$ cat config.mk
export PLATFORM = sky130hd
export DESIGN_NAME = apb_arbiter_2to1
export DESIGN_NICKNAME = d
export VERILOG_FILES = /design/src/rtl/apb_arbiter_2to1.sv
export SDC_FILE = /design/constraint.sdc
export NUM_CORES = 1
export LEC_CHECK = 0
export CAP_MARGIN = 25
export CORE_AREA = 2 2 125 127
export CTS_BUF_LIST = sky130_fd_sc_hd__clkbuf_8
export DETAILED_ROUTE_END_ITERATION = 12
export DIE_AREA = 0 0 127 129
export PLACE_DENSITY = 0.76
export SLEW_MARGIN = 20
export SYNTH_ARGS = -nofsm -noshare
export SYNTH_HDL_FRONTEND = slang
export SYNTH_SLANG_ARGS = --single-unit
export TNS_END_PERCENT = 1
$ cat constraint.sdc
create_clock -name clock -period 1.8 [get_ports clock]
set_clock_uncertainty 0.05 [all_clocks]
set_input_delay 0.36 -clock clock [delete_from_list [all_inputs] [get_ports clock]]
set_output_delay 0.36 -clock clock [all_outputs]
set_load 0.02 [all_outputs]
$ cat src/rtl/apb_arbiter_2to1.sv
// Two-requester APB arbiter: captures the granted transfer, replays it to one
// downstream completer and routes the response back to the granted requester.
module apb_arbiter_2to1 #(
  parameter bit          ROUND_ROBIN = 1'b1,
  parameter int unsigned TIMEOUT     = 0
) (
  input  logic        clock,
  input  logic        reset,
  input  logic [31:0] m0_paddr,
  input  logic        m0_psel,
  input  logic        m0_penable,
  input  logic [2:0]  m0_pprot,
  input  logic        m0_pwrite,
  input  logic [31:0] m0_pwdata,
  input  logic [3:0]  m0_pstrb,
  output logic        m0_pready,
  output logic [31:0] m0_prdata,
  output logic        m0_pslverr,
  input  logic [31:0] m1_paddr,
  input  logic        m1_psel,
  input  logic        m1_penable,
  input  logic [2:0]  m1_pprot,
  input  logic        m1_pwrite,
  input  logic [31:0] m1_pwdata,
  input  logic [3:0]  m1_pstrb,
  output logic        m1_pready,
  output logic [31:0] m1_prdata,
  output logic        m1_pslverr,
  output logic [31:0] out_paddr,
  output logic        out_psel,
  output logic        out_penable,
  output logic [2:0]  out_pprot,
  output logic        out_pwrite,
  output logic [31:0] out_pwdata,
  output logic [3:0]  out_pstrb,
  input  logic        out_pready,
  input  logic [31:0] out_prdata,
  input  logic        out_pslverr
);

  localparam int unsigned AW  = 32;
  localparam int unsigned DW  = 32;
  localparam int unsigned PW  = 3;
  localparam int unsigned SW  = 4;
  localparam int unsigned WDW = 16;

  localparam bit             TMO_EN    = (TIMEOUT != 0);
  localparam logic [WDW-1:0] WDOG_LAST = WDW'(TIMEOUT - 1);

  typedef struct packed {
    logic [AW-1:0] addr;
    logic [PW-1:0] prot;
    logic          write;
    logic [DW-1:0] wdata;
    logic [SW-1:0] strb;
  } req_t;

  typedef enum logic [1:0] {IDLE, SETUP, ACCESS} state_t;

  state_t         state;
  logic           gnt;
  logic           last;
  logic [WDW-1:0] wdog;
  req_t           out_req;
  req_t           m0_req;
  req_t           m1_req;
  logic           pick;
  logic           done;
  logic           tmo;

  // penable from the requesters plays no part in arbitration
  logic unused_penable;
  assign unused_penable = m0_penable ^ m1_penable;

  assign m0_req = {m0_paddr, m0_pprot, m0_pwrite, m0_pwdata, m0_pstrb};
  assign m1_req = {m1_paddr, m1_pprot, m1_pwrite, m1_pwdata, m1_pstrb};

  assign out_paddr  = out_req.addr;
  assign out_pprot  = out_req.prot;
  assign out_pwrite = out_req.write;
  assign out_pwdata = out_req.wdata;
  assign out_pstrb  = out_req.strb;

  assign done = (state == ACCESS) && out_pready;
  assign tmo  = (state == ACCESS) && !out_pready && TMO_EN && (wdog == WDOG_LAST);

  // Contention goes to the requester not served last (round robin) or to m0
  always_comb begin
    pick = m1_psel;
    if (m0_psel && m1_psel) begin
      pick = ROUND_ROBIN ? ~last : 1'b0;
    end
  end

  // Response is visible only to the granted requester, only in its completion cycle
  always_comb begin
    m0_pready  = 1'b0;
    m0_prdata  = '0;
    m0_pslverr = 1'b0;
    m1_pready  = 1'b0;
    m1_prdata  = '0;
    m1_pslverr = 1'b0;
    if (done || tmo) begin
      if (gnt) begin
        m1_pready  = 1'b1;
        m1_prdata  = done ? out_prdata : '0;
        m1_pslverr = done ? out_pslverr : 1'b1;
      end else begin
        m0_pready  = 1'b1;
        m0_prdata  = done ? out_prdata : '0;
        m0_pslverr = done ? out_pslverr : 1'b1;
      end
    end
  end

  always_ff @(posedge clock) begin
    if (reset) begin
      state       <= IDLE;
      gnt         <= 1'b0;
      last        <= 1'b1;
      wdog        <= '0;
      out_req     <= '0;
      out_psel    <= 1'b0;
      out_penable <= 1'b0;
    end else begin
      case (state)
        IDLE: begin
          if (m0_psel || m1_psel) begin
            gnt         <= pick;
            out_req     <= pick ? m1_req : m0_req;
            out_psel    <= 1'b1;
            out_penable <= 1'b0;
            wdog        <= '0;
            state       <= SETUP;
          end
        end
        SETUP: begin
          out_penable <= 1'b1;
          wdog        <= '0;
          state       <= ACCESS;
        end
        ACCESS: begin
          if (done || tmo) begin
            out_psel    <= 1'b0;
            out_penable <= 1'b0;
            last        <= gnt;
            state       <= IDLE;
          end else if (wdog != '1) begin
            // timeout compare happens before the increment, so this only saturates when disabled
            wdog <= wdog + WDW'(1);
          end
        end
        default: state <= IDLE;
      endcase
    end
  end

endmodule

==> results.md <==
- Placed Area: 7810 um2
- Wire per inst: approximately 17 um
- Core area: ~15000 um2
- Run status: complete, but fails checks
- Setup ws final: -323 ps
- Full die area: 16400 um2
- Port Buffers: roughly 320
- Final GP Congestion: 0.781
- Met1 Usage GRT: about 22%
- CTS H-tree lvls: 3
- Clk slew on worst S/H paths: 80 ps
- YS warnings: 0
- # DRC: 0
- Vias post-DR: 4868
- Worst hold stages: 2
- Min cycle time layout: 2120 ps
- Multi-input logic area: 2580 um2
- Hold path startpoint: reset
- Initial antenna violation count: 2
- Failing checks: negative setup slack
- Hold-fix buffers, CTS: 0
- DRT iter0 DRCs: 225
- Fraction of registers with async set/reset: 0%
- GRT busiest layer: met2
- I/O pin count: between 300 and 400
- Vias per Instance: 4.74
- Synth unique cells: 25
- R2r endpoint: out_paddr[1]
- Mapped Cells: around 500
- First-pass detailed-route iteration total: 4
- First-pass GRT wire length: 25.3 mm
- RSZ-0062 raised after global routing: true
- Crit path required time: roughly 1400 ps
- Row count: 45
- Grt met3 use: 4.41%
- Synthesized flop and latch total: just under 80
- Startpoint Class: register
- Post-Syn Area: 4320 um2
- Initial core utilization: a little under 30%
- Finished Cell Area: 8340 um2
- Critical path origin: state[0]
- Total Nets Final: 1020
- TritonCTS buffer count: 9
- Final WL: 17.5 mm
- Pre-CTS setup slack: -657 ps
- Worst IR Drop VDD: roughly 0.42 mV
- Max-cap violations: 0
- Hold/Removal Path Class: in -> reg
- Area growth syn-to-layout: 93.0%
- Reg-to-reg startpoint: state[1]
- Hold WS: 429 ps
- Cell Pwr Density: 933 nW/um2
- Final hold violation count: 0
- Clock root buffer: clkbuf_8
- Clock Path Buffers: 2
- FMAX: around 470 MHz
- Leakage: 3.48 nW
- Most numerous cell in the Yosys netlist: dfxtp_1
- Synth Flop Type: dfxtp_1
- Crit. End Element: output port
- Total power: between 7 and 8 mW
- Synth area leader: dfxtp_1
- Fill cells: 1326
- Routed Antenna Nets: 0
- Crit path DAT: 1710 ps
- Die extent in x: 127 um
- Sequential cell area: 1560 um2
- Post-Synthesis Net Count: 701
- Mapped Avg Cell Area: 8.42 um2
- Count of final setup violators: 68
- GR Layer Usage met2: 35.7%
- Detailed Place HPWL: 12.5 mm
- CP max FO: 8
- Pins over their slew limit: 0
- Sequential cell area fraction in the yosys report: 36.1%
- Top post-synthesis cells by area: dfxtp_1, a211oi_2, and2_1, a21oi_1, nor2_1
- Reg2Reg Setup Slack: 130 ps
- Die Y: 129 um
- Worst-case reg-to-reg path depth: 7
- Fin crit share: 118%
- CP Class: reg -> out
- CTS tree: built
- Slew HR: 65.2%
- Worst-margin pin slew: between 500 and 600 ps
- Number of global-route vias before repair: 4838
- GRT Total Usage: between 10% and 20%
- Worst skew pair latency: around 360 ps
- Top cell type's share of synthesized area: approximately 36%
- Post-synth top cells: dfxtp_1, nor2_1, a21oi_1
- Layout cells sized above 1: 28.0%
- Hold EP: gnt
- Post-synth EDFFs: 0
- Largest net degree at the start of global routing: 41
- Clock sink count: 78
- Post-route core utilization: 55.7%
- Grt total ovfl: 0
## report_power, final
| part | switching [mW] | internal (mW) | leakage, nW | total, mW |
|---|---|---|---|---|
| logic | 1.93 | 1.81 | 2.70 | 3.73 |
| clock network | 0.684 | 1.06 | 0.135 | 1.74 |
| registers | 0.195 | 2.11 | 0.648 | 2.30 |
| total | 2.80 | 4.97 | 3.48 | 7.78 |
## routing by layer
layer / share of wire, % / up-vias
met1: 40 / 2264
met5: 0 / -
met2: 51 / 201
met4: 2.6 / 0
li1: - / 2380
met3: 6.7 / 23
## worst max-delay path, cell delays in order, from the launching register on
cell and delay (ps):
dfxtp_2 330, inv_2 70, ha_4 150, nand2_4 50, nor2_4 290, clkbuf_16 220, and2_4 140, buf_6 110
## kinds of logic (layout without fill, tap and decap cells)
kind of cell / Yosys count / after routing / synth area share (%)
flops: 78 / 78 / 36.1
fa+ha+maj: 4 / 4 / 1.16
simple gates: 223 / 223 / 23.6
compound gates: 155 / 155 / 31.0
buf+inv: 50 / 374 / 7.41
mux: 3 / 3 / 0.695
other cells: 0 / 2 / 0
## sequential cells by signal, indices dropped and copies added, names as in the netlist
signal       cells
out_pwdata      32
out_pstrb        4
out_pwrite       1
state            2
out_psel         1
out_penable      1
out_pprot        3
last             1
out_paddr       32
gnt              1
## what timing repair did
action | 4_1_cts | 5_1_grt
pin swaps | 0 | 22
endpoints found under the setup margin | 72 | 72
setup buffers | 0 | 2
cloned | 1 | 4
gates resized for setup | 304 | 150
## worst max path at each step
stage                          endpoint  slack (ps)
final                     m0_prdata[23]        -320
after detailed placement  m0_prdata[18]        -660
after floorplan           m1_prdata[22]          -2
after global routing      m0_prdata[23]        -380
after CTS                 m0_prdata[10]        -350
after global placement     m0_prdata[3]        -650
## cells in the final DEF, fill, tap and decap left out, drive strengths merged, types with 5 or more instances in the layout
cell	n
buf	99
dfxtp	78
nand2b	5
and2	66
clkdlybuf4s50	245
a211oi	73
nand2	73
clkbuf	11
dlymetal6s2s	5
nor2	77
a21oi	74
## cell type report
class | instances | share of cell area, %
diodes | 2 | 0.0600
clock inverters | 7 | 1.65
clock buffers | 9 | 1.49
multi-input cells | 385 | 30.9
flip-flops and latches | 78 | 18.8
inverters | 3 | 0.135
repair buffers | 355 | 44.1
well taps | 188 | 2.82
## metrics by stage
step	std cells	setup TNS [ps]
after CTS	1019	-18460
after global placement	1002	-52810
after detailed placement	1002	-53370
final	1027	-14980
after global routing	1027	-18460
after floorplan	513	-18.5
(Power assumes the default switching activity.)
